<file path="src/rtl/johnson_decoder_monitor.sv">
`default_nettype none
// johnson_decoder_monitor: decodes Johnson-coded words to a state index, tracks
// sequence lock and keeps a saturating error count.  Rev 1.0
module johnson_decoder_monitor #(
   parameter int N          = 4,
   parameter int LOCK_LEN   = 2,
   parameter int ALLOW_HOLD = 1,
   parameter int ECW        = 8,
   localparam int IW        = $clog2(2*N)
) (
   input  logic           clk_i,
   input  logic           clr_ni,
   input  logic           valid_i,
   input  logic [N-1:0]   jcode_i,
   output logic           valid_o,
   output logic [IW-1:0]  index_o,
   output logic           legal_o,
   output logic           seq_err_o,
   output logic           locked_o,
   output logic [ECW-1:0] err_count_o
);

   localparam logic [1:0]   S_HUNT = 2'd0;
   localparam logic [1:0]   S_ACQ  = 2'd1;
   localparam logic [1:0]   S_LOCK = 2'd2;
   localparam logic [N-1:0] C_ONE  = N'(1);
   localparam logic [3:0]   C_LOCK = 4'(LOCK_LEN);

   logic [1:0]     state_q, state_d;
   logic [3:0]     acq_q, acq_d;
   logic [IW-1:0]  index_q, index_d;
   logic           valid_q, valid_d;
   logic           legal_q, legal_d;
   logic           seq_err_q, seq_err_d;
   logic           locked_q, locked_d;
   logic [ECW-1:0] err_cnt_q, err_cnt_d;

   logic [N-1:0]   therm_w;
   logic [IW-1:0]  pop_w;
   logic [IW-1:0]  idx_w;
   logic [IW-1:0]  succ_w;
   logic [3:0]     acq_inc_w;
   logic           legal_w;
   logic           in_seq_w;
   logic           hold_ok_w;
   logic           err_w;

   // Fold the upper half of the sequence onto a plain thermometer code.
   assign therm_w = jcode_i[N-1] ? ~jcode_i : jcode_i;
   assign legal_w = ((therm_w & (therm_w + C_ONE)) == '0);

   always_comb begin
      pop_w = '0;
      for (int b = 0; b < N; b++) begin
         pop_w = pop_w + IW'(jcode_i[b]);
      end
   end

   assign idx_w     = jcode_i[N-1] ? (IW'(2*N) - pop_w) : pop_w;
   assign succ_w    = (index_q == IW'(2*N-1)) ? '0 : (index_q + IW'(1));
   assign in_seq_w  = (idx_w == succ_w);
   assign hold_ok_w = (ALLOW_HOLD != 0) && (idx_w == index_q);
   assign acq_inc_w = acq_q + 4'd1;

   always_ff @(posedge clk_i or negedge clr_ni) begin
      if (!clr_ni) begin
         state_q   <= S_HUNT;
         acq_q     <= '0;
         index_q   <= '0;
         valid_q   <= 1'b0;
         legal_q   <= 1'b0;
         seq_err_q <= 1'b0;
         locked_q  <= 1'b0;
         err_cnt_q <= '0;
      end else begin
         state_q   <= state_d;
         acq_q     <= acq_d;
         index_q   <= index_d;
         valid_q   <= valid_d;
         legal_q   <= legal_d;
         seq_err_q <= seq_err_d;
         locked_q  <= locked_d;
         err_cnt_q <= err_cnt_d;
      end
   end

   always_comb begin
      state_d = state_q;
      acq_d   = acq_q;
      err_w   = 1'b0;
      if (valid_i) begin
         if (!legal_w) begin
            state_d = S_HUNT;
            err_w   = 1'b1;
         end else begin
            case (state_q)
               S_HUNT: begin
                  state_d = S_ACQ;
                  acq_d   = '0;
               end
               S_ACQ: begin
                  if (in_seq_w) begin
                     acq_d = acq_inc_w;
                     if (acq_inc_w == C_LOCK) state_d = S_LOCK;
                  end else if (!hold_ok_w) begin
                     acq_d = '0;
                  end
               end
               S_LOCK: begin
                  if (!(in_seq_w || hold_ok_w)) begin
                     state_d = S_ACQ;
                     acq_d   = '0;
                     err_w   = 1'b1;
                  end
               end
               default: state_d = S_HUNT;
            endcase
         end
      end
   end

   // index_q doubles as the sequence reference: both follow the last legal sample.
   always_comb begin
      valid_d   = valid_i;
      seq_err_d = err_w;
      index_d   = index_q;
      legal_d   = legal_q;
      err_cnt_d = err_cnt_q;
      locked_d  = (state_d == S_LOCK);
      if (valid_i) begin
         legal_d = legal_w;
         if (legal_w) index_d = idx_w;
         if (err_w && (err_cnt_q != '1)) err_cnt_d = err_cnt_q + ECW'(1);
      end
   end

   assign valid_o     = valid_q;
   assign index_o     = index_q;
   assign legal_o     = legal_q;
   assign seq_err_o   = seq_err_q;
   assign locked_o    = locked_q;
   assign err_count_o = err_cnt_q;

endmodule
`default_nettype wire
</file>
<file path="config.mk">
export PLATFORM = sky130hd
export DESIGN_NAME = johnson_decoder_monitor
export DESIGN_NICKNAME = d
export VERILOG_FILES = /design/src/rtl/johnson_decoder_monitor.sv
export SDC_FILE = /design/constraint.sdc
export NUM_CORES = 1
export LEC_CHECK = 0
export ABC_CLOCK_PERIOD_IN_PS = 2200
export CAP_MARGIN = 20
export CELL_PAD_IN_SITES_DETAIL_PLACEMENT = 1
export CELL_PAD_IN_SITES_GLOBAL_PLACEMENT = 2
export CORE_MARGIN = 5
export CORE_UTILIZATION = 30
export CTS_CLUSTER_SIZE = 20
export DETAILED_ROUTE_END_ITERATION = 8
export PLACE_DENSITY_LB_ADDON = 0.15
export SLEW_MARGIN = 5
export SYNTH_ARGS = -nofsm -noshare
export SYNTH_HDL_FRONTEND = slang
export SYNTH_SLANG_ARGS = --single-unit
</file>
<file path="constraint.sdc">
create_clock -name clk_i -period 2.2 [get_ports clk_i]
set_input_delay 0.44 -clock clk_i [delete_from_list [all_inputs] [get_ports clk_i]]
set_output_delay 0.44 -clock clk_i [all_outputs]
set_load 0.01 [all_outputs]
</file>
==> results of run 1 <==
[stage by stage]
| step | total power [mW] | cells | utilization (%) | setup slack, ns |
|---|---|---|---|---|
| 6_report | 1.81 | 228 | 45.7 | -0.671 |
| 5_1_grt | 1.93 | 228 | 45.7 | -0.797 |
| 2_1_floorplan | 1.04 | 125 | - | -0.798 |
| 3_5_place_dp | 1.45 | 219 | 42.8 | -1.46 |
| 3_3_place_gp | 1.40 | 219 | 42.8 | -1.37 |
| 4_1_cts | 1.80 | 225 | 45.0 | -0.690 |
[synth_stat cells (3+ instances only)]
cell type	instances	area [sq um]
inv_1	11	41.3
nand4_1	5	31.3
nor3_1	3	15.0
o21ai_0	6	30.0
xnor2_1	13	114
dfrtp_1	21	526
nor2b_1	4	25.0
nand2_1	8	30.0
nor2_1	5	18.8
xor2_1	4	35.0
ha_1	8	100
[worst paths after layout]
path                                start             end  slack, ns  cells after the start
min reg2reg                err_count_o[6]  err_count_o[6]       0.49                      1
max reg2reg                    index_o[0]  err_count_o[1]       0.02                      8
max                            jcode_i[0]  err_count_o[1]      -0.67                     15
min in group asynchronous          clr_ni      state_q[0]       0.52                      2
min                        err_count_o[6]  err_count_o[6]       0.49                      1
max in group asynchronous          clr_ni       seq_err_o       1.45                      2
[worst max-delay path: stages]
cell       delay, ns
buf_6           0.07
inv_2           0.03
fa_1            0.52
inv_1           0.04
ha_2            0.19
ha_4            0.27
inv_2           0.04
ha_4            0.21
mux2i_4         0.18
buf_6           0.14
xnor2_2         0.12
nor3_4          0.06
buf_12          0.15
o2bb2ai_4       0.24
mux2_4          0.33
[final cells by class]
class / count / area [sq um] / area share (%)
Clock buffer: 3 / 41.3 / 2.09
Clock inverter: 1 / 5.00 / 0.253
Inverter: 11 / 41.3 / 2.09
Multi-Input combinational cell: 91 / 855 / 43.3
Sequential cell: 21 / 526 / 26.6
Tap cell: 52 / 65.1 / 3.30
Timing Repair Buffer: 49 / 442 / 22.4
[state kept, by name (all words and copies together), names as in the netlist]
| name | flops |
|---|---|
| acq_q | 4 |
| err_count_o | 8 |
| index_o | 3 |
| legal_o | 1 |
| locked_o | 1 |
| seq_err_o | 1 |
| state_q | 2 |
| valid_o | 1 |
[logic make-up after synthesis]
| family | share of synthesized area (%) |
|---|---|
| DFF | 39.7 |
| xor gates and xnor gates | 11.2 |
| AOI/OAI and AO/OA | 14.7 |
| buffers and inverters | 4.82 |
| and+or+nand+nor | 17.1 |
| muxes | 3.40 |
| adders and majority gates | 9.07 |
[power breakdown]
| part | internal, mW | switching (mW) | total, mW |
|---|---|---|---|
| clock | 0.126 | 0.136 | 0.262 |
| combinational | 0.548 | 0.426 | 0.975 |
| sequential | 0.467 | 0.104 | 0.570 |
[metal layers]
layer	part of all wire (%)	routed length, microns	vias to the layer above	global-route usage, %
met3	3.3	112	4	2.13
met5	0	0	-	0
met4	1.1	37	0	4.20
met2	53	1810	22	22.6
li1	-	-	543	-
met1	42	1430	548	13.6
[repair_timing]
| action | in CTS | in global routing |
|---|---|---|
| hold buffers | 0 | 0 |
| buffers inserted | 4 | 4 |
| gates resized for setup | 25 | 2 |
| endpoints found under the setup margin | 18 | 16 |
| pin swaps | 22 | 8 |
==> impl.org, run 1 <==
** Worst setup path
- Type of element capturing the critical path :: register
- Worst Path Max Fanout :: 8
- Data required, critical path :: roughly 2.4 ns
- The worst setup path is launched from an input pin.
- The worst setup path is of the in -> reg kind.
- STA puts the critical path data arrival time at just over 3 ns.

** Yosys
- Most used flip-flop cell after synthesis :: dfrtp_1
- YS warnings :: 0
- For this run, asynchronously set or reset flops after synthesis account for 100%.
- The cell count after synthesis came out at around 130.
- Mean Syn Cell Area :: about 11 sq um
- The synthesized design contains 0 enable-type register cells.
- The number of nets handed over by synthesis was 141.
- The netlist uses 41 different library cells.
- Synth Register Bits :: 21
- Fraction of the yosys area taken by sequential cells :: 39.7%
- Netlist Area Pre-Place :: between 1000 and 1500 sq um

** Timing
- Setup repair after global routing missed its margin :: true
- Measured against its own limit, the worst slew margin works out to between 70% and 80%.
- Setup violations remaining at the end of the flow were counted as 16.
- After layout, the worst setup slack is -0.671 ns.
- Across the routed clock network, the largest skew measured is between 0.006 and 0.007 ns.
- Setup total negative slack on the finished layout was measured at -9.90 ns.
- Dividing the final minimum period by the clock period gives 131%.
- For the pin with the worst max-slew slack, the measured transition is around 0.4 ns.
- Shortest clock period the worst path allows after layout :: 2.87 ns
- The hold violation count in the final report is 0.
- Based on the critical path, the design can be clocked at up to roughly 350 MHz.
- Number of pins exceeding their max-slew limit in the final report :: 0
- Hold_ws :: a little under 0.5 ns

** Floorplan
- Rows :: 24
- Number of top-level pins :: 22
- The die covers around 5800 sq um.
- Measured along the x axis, the die boundary spans about 76 microns.
- Height of the chip :: 76.5 microns
- For this configuration, the core starts out at a cell density of a little under a third.
- In this run the standard cell core region covers between 4000 and 5000 sq um.

** Cells and area
- Final Instance Area :: a little under 2000 sq um
- Leaving out fill and tap cells, the most frequent cells in the layout are 24 x buf_4, 21 x dfrtp_1, 18 x clkdlybuf4s50_1, 10 x xnor2_1.
- Leaving out fill and tap cells, the most frequent cell in the layout is buf_4.
- Relative to the synthesized area, the layout overhead comes to 49.0%.
- After filler insertion, the fill cell instance count of the layout stands at 489.
- 0 antenna diodes ended up in the layout.
- The post-route netlist has between 30% and 40% of its cells at a drive strength greater than 1.
- Count of nets after finishing :: about 190

** CTS
- The cell sitting at the root of the clock tree is a clkbuf_8.
- Sink Count :: 21
- In this run, CTS created clock tree buffers numbering 3.
- CTS tree :: built
- Clock-pin slew was measured on the worst setup and hold paths at around 0.090 ns.
- In this run the number of H-tree levels came out at 1.
- Clk Latency, worst-skew pair :: between 0.2 and 0.3 ns
- In this run the deepest clock path goes through 2 buffers.

** Detailed routing
- The routed layout has around 1100 vias.
- Number of search-and-repair iterations in the first detailed-routing pass :: 4
- Drt via density :: 4.90
- Count of nets left with antenna violations after detail routing :: 0
- DRC violation total after the first TritonRoute iteration :: between 40 and 50
- Routed wire length :: between 3000 and 4000 microns
- After detailed routing, the average wire length per cell comes to around 15 microns.
- In the routed design, unresolved DRC markers number 0.

** Global routing
- The total overflow left after global routing is 0.
- Global routing used between 10% and 20% of the available tracks across all layers.
- Wire length of the first global-routing pass :: ~5900 microns
- Pin count of the biggest net entering global routing :: 22
- Antenna violations before repair :: 0
- The via count of the first global-routing pass is about 1300.

** Placed design
- Placed wire-length estimate after detailed placement :: roughly 2700 microns
- Port Buffer Count :: 21
- Cell Area, Placed :: approximately 1800 sq um
- Routability cong. :: a little under 0.8

** Power
- Power spread over the standard cell area amounts to between 900 and 1000 nW/um^2.
- The analysis attributes to cell leakage a power of 0.895 nW.
- The worst-case IR drop observed on VDD is about 0.00042 V.

** Worst hold path
- The worst hold path belongs to the class reg -> reg.

** Status
- The checks that failed: setup timing.
- Outcome :: complete, but fails checks

** Job
- Max-cap violations in this run came to 0.
Note: power is estimated with default switching activity, not from simulation.
==> run 2: changes to the inputs <==
--- a/config.mk
+++ b/config.mk
@@ -5,12 +5,13 @@
 export SDC_FILE = /design/constraint.sdc
 export NUM_CORES = 1
 export LEC_CHECK = 0
-export ABC_CLOCK_PERIOD_IN_PS = 2200
+export ABC_CLOCK_PERIOD_IN_PS = 3700
 export CAP_MARGIN = 20
 export CELL_PAD_IN_SITES_DETAIL_PLACEMENT = 1
 export CELL_PAD_IN_SITES_GLOBAL_PLACEMENT = 2
+export CORE_ASPECT_RATIO = 0.7
 export CORE_MARGIN = 5
-export CORE_UTILIZATION = 30
+export CORE_UTILIZATION = 36
 export CTS_CLUSTER_SIZE = 20
 export DETAILED_ROUTE_END_ITERATION = 8
 export PLACE_DENSITY_LB_ADDON = 0.15
==> constraint.sdc (replaced) <==
create_clock -name clk_i -period 3.7 [get_ports clk_i]
set_input_delay 0.74 -clock clk_i [delete_from_list [all_inputs] [get_ports clk_i]]
set_output_delay 0.74 -clock clk_i [all_outputs]
set_load 0.01 [all_outputs]
==> impl.org, run 2 (synthesized netlist as in run 1, its figures left out) <==
** Status
- The run finished with clean final reports.

** CTS
- Number of buffers on the longest clock path :: 2 (unchanged)
- The number of buffers added to fix hold violations after cts was 0 (unchanged).
- The insertion delay to the later sink of the worst-skew pair came to 0.27 ns (about the same).
- TritonCTS built the clock tree.
- Sink Count :: 21 (unchanged)
- CTS placed an instance of clkbuf_8 at the clock tree root.
- CTS HTree Levels :: 1 (unchanged)
- Clock transition at path regs :: 0.08 ns (about the same)
- Inserted Clock Buffers :: 3 (unchanged)

** Detailed routing
- Drt via density :: 5.07 (+3.5%)
- The detailed-route wire length per cell came to 15.3 microns (+3.1%).
- The number of DRC markers in iteration 0 was 54 (+26%).
- The iteration count of the initial detailed-routing pass is 2 (-2).
- Via count :: 1080 (-3.3%)
- The final antenna-violating net count came to 0 (unchanged).
- The DRC violation count after routing was 0 (unchanged).
- The sum of routed wire length over all layers is 3270 microns (-3.7%).

** Power
- Relative contribution of combinational cells to total power :: 49.8% (-4.1 points)
- Net switching power figure :: 372 uW (-44%)
- Reg power frac :: 34.8% (+3.2 points)
- The switching share of total power is 37.4% (+0.54 points).
- Clock Power Share :: 15.4% (+0.9 points)
- The leakage power of the design is 0.856 nW (-4.4%).
- Worst IR Drop VDD :: 0.000271 V (-36%)
- Power Density :: 539 nW/um^2 (-41%)
- Total chip power :: 995 uW (-45%)
- Internal Pwr Total :: 623 uW (-45%)

** Global routing
- The initial antenna violation count came to 0 (unchanged).
- The remaining global-route overflow was 0 (unchanged).
- The wire length of the first global-routing pass was 5700 microns (-3.7%).
- The total routing usage reported by global routing came to 14.9% (+2.8 points).
- Number of global-route vias before repair :: 1163 (-9.5%)
- The largest net degree at the start of global routing came to 22 (unchanged).

** Placed design
- Cell Area, Placed :: 1670 sq um (-9.9%)
- Routability cong. :: 0.779 (-0.36%)
- Placed wire-length estimate after detailed placement :: 2400 microns (-10%)
- Port Buffer Count :: 21 (unchanged)

** Worst setup path
- The number of buffers and inverters on the critical path came to 5 (-1).
- Family with the most delay on the worst path :: adder cells
- Flop-to-flop setup slack :: 1.36 ns (+1.34 ns)
- Arrival time of the worst setup path :: 3.49 ns (+0.46 ns)
- The worst endpoint required time came to 3.86 ns (+1.50 ns).
- Capture point of the worst reg-to-reg path :: acq_q[0]
- Critical path class :: in -> reg
- Worst Path Max Fanout :: 4 (-4)
- Worst flop-to-flop path startpoint :: index_o[0]
- Ordered list of cells on the worst path :: dlymetal6s2s_1 -> inv_1 -> fa_1 -> inv_1 -> ha_2 -> ha_4 -> inv_2 -> ha_4 -> mux2i_4 -> xnor2_2 -> nor3_4 -> nor4_2 -> a211oi_2 -> buf_4 -> mux2_2
- The worst setup path is launched from an input pin.
- Critical path's slowest cell :: fa_1
- Largest stage delay, worst path :: 0.53 ns (about the same)
- Cell count of the worst reg-to-reg path :: 9 (+1)
- STA classifies the critical path endpoint as a register.

** Floorplan
- The number of primary I/O pins came to 22 (unchanged).
- The site row count came to 18 (-25%).
- Placeable Area :: 3540 sq um (-18%)
- Height of the chip :: 60.8 microns (-21%)
- The initial core utilization was 37.5% (+6.8 points).
- The die footprint was 5010 sq um (-14%).
- Die Wd :: 82.5 microns (+7.9%)

** Timing
- Fin crit share :: roughly 90%
- Hold_ws :: 0.496 ns (+0.00167 ns)
- The final setup skew was 0.00782 ns (+0.000868 ns).
- Hold Fails Final Rpt :: 0 (unchanged)
- The total negative slack for setup checks came to 0 ns (+9.90 ns).
- Shortest clock period the worst path allows after layout :: 3.33 ns
- Worst slew margin :: 49.7% (-24 points)
- Derived from the worst setup path, the maximum achievable clock frequency is 300 MHz.
- The worst-margin pin slew came to 0.749 ns (+0.360 ns).
- Number of pins exceeding their max-slew limit in the final report :: 0 (unchanged)
- Setup repair after global routing missed its margin :: false
- The final count of negative-setup-slack endpoints was 0 (-16).

** Cells and area
- The net count reported at finish was 180 (-6.7%).
- The final instance area is 1850 sq um (-6.5%).
- The fraction of layout instances using a drive strength above 1 came to 27.6% (-10 points).
- Final Core Density :: 52.2% (+6.5 points)
- From synthesis to final layout, the design area changed by 39.3%.
- The number of diodes added for antenna fixing came to 0 (unchanged).
- Filler Cells Inserted :: 398 (-19%)
- Number of flip-flops in the largest register :: 8 (unchanged)
- Most frequent cells in the layout :: 21 x dfrtp_1, 18 x clkdlybuf4s50_1, 14 x buf_4, 10 x inv_1, 10 x xnor2_1
- Most common cell after layout, fill and taps aside :: dfrtp_1

** Worst hold path
- Hold Path End :: err_count_o[6]
- The tightest min-delay check is of the reg -> reg type.
- The cell depth of the worst hold path was 1 (unchanged).
- Worst hold path startpoint :: err_count_o[6]

** Job
- The number of max-capacitance violations reported is 0 (unchanged).
-- run 2: changes by cell type in the layout (fill, tap and decap cells not counted), sizes merged --
cell          before  now
buf               31   15
dlymetal6s2s       0    3
-- run 2: power groups by stage --
stage | Combinational [mW] | Clock [mW] | Sequential (mW)
floorplan | 0.222 | 0 | 0.354
global placement | 0.423 | 0 | 0.345
detailed placement | 0.438 | 0 | 0.348
CTS | 0.489 | 0.158 | 0.346
global route | 0.542 | 0.169 | 0.359
finish | 0.496 | 0.153 | 0.347
-- run 2: metal layers --
metal | part of all wire, % | track usage (%)
met3 | 3.9 | 3.26
met4 | 0.89 | 2.80
met5 | 0 | 0
met2 | 48 | 25.7
met1 | 47 | 19.6
-- run 2: final cells by class --
type                            instances  area, sq um  area share (%)
Clock buffer                            3         41.3            2.24
Multi-Input combinational cell         91          820            44.4
Clock inverter                          1         5.00           0.271
Inverter                               11         41.3            2.24
Sequential cell                        21          526            28.5
Tap cell                               50         62.6            3.39
Timing Repair Buffer                   36          350            19.0
-- run 2: how the worst max path moves through the flow --
| stage | startpoint | endpoint | slack, ns | depth (start not counted) |
|---|---|---|---|---|
| after floorplan | jcode_i[3] | err_count_o[1] | 0.23 | 13 |
| after global placement | jcode_i[0] | err_count_o[1] | -0.29 | 14 |
| after detailed placement | jcode_i[0] | err_count_o[1] | -0.44 | 14 |
| after CTS | jcode_i[0] | acq_q[0] | 0.01 | 15 |
| after global routing | jcode_i[0] | acq_q[0] | 0.25 | 15 |
| final | jcode_i[0] | acq_q[0] | 0.37 | 15 |
-- run 2: what timing repair did --
action,CTS,global route
pin swaps,3,4
buffers inserted,1,2
resized for setup,11,4
endpoints found under the setup margin,16,12
-- run 2: worst register-to-register path, stage by stage (launching register included) --
cell     delay (ns)
dfrtp_1        0.46
ha_1           0.25
ha_1           0.29
xnor2_1        0.23
xnor2_2        0.16
nor3_4         0.08
buf_4          0.16
buf_4          0.13
and3_2         0.22
mux2_2         0.26
-- run 2: stage by stage --
stage | cells | setup WS (ns)
2_1_floorplan | 125 | 0.232
3_3_place_gp | 206 | -0.294
3_5_place_dp | 206 | -0.441
4_1_cts | 211 | 0.0142
5_1_grt | 213 | 0.249
6_report | 213 | 0.371
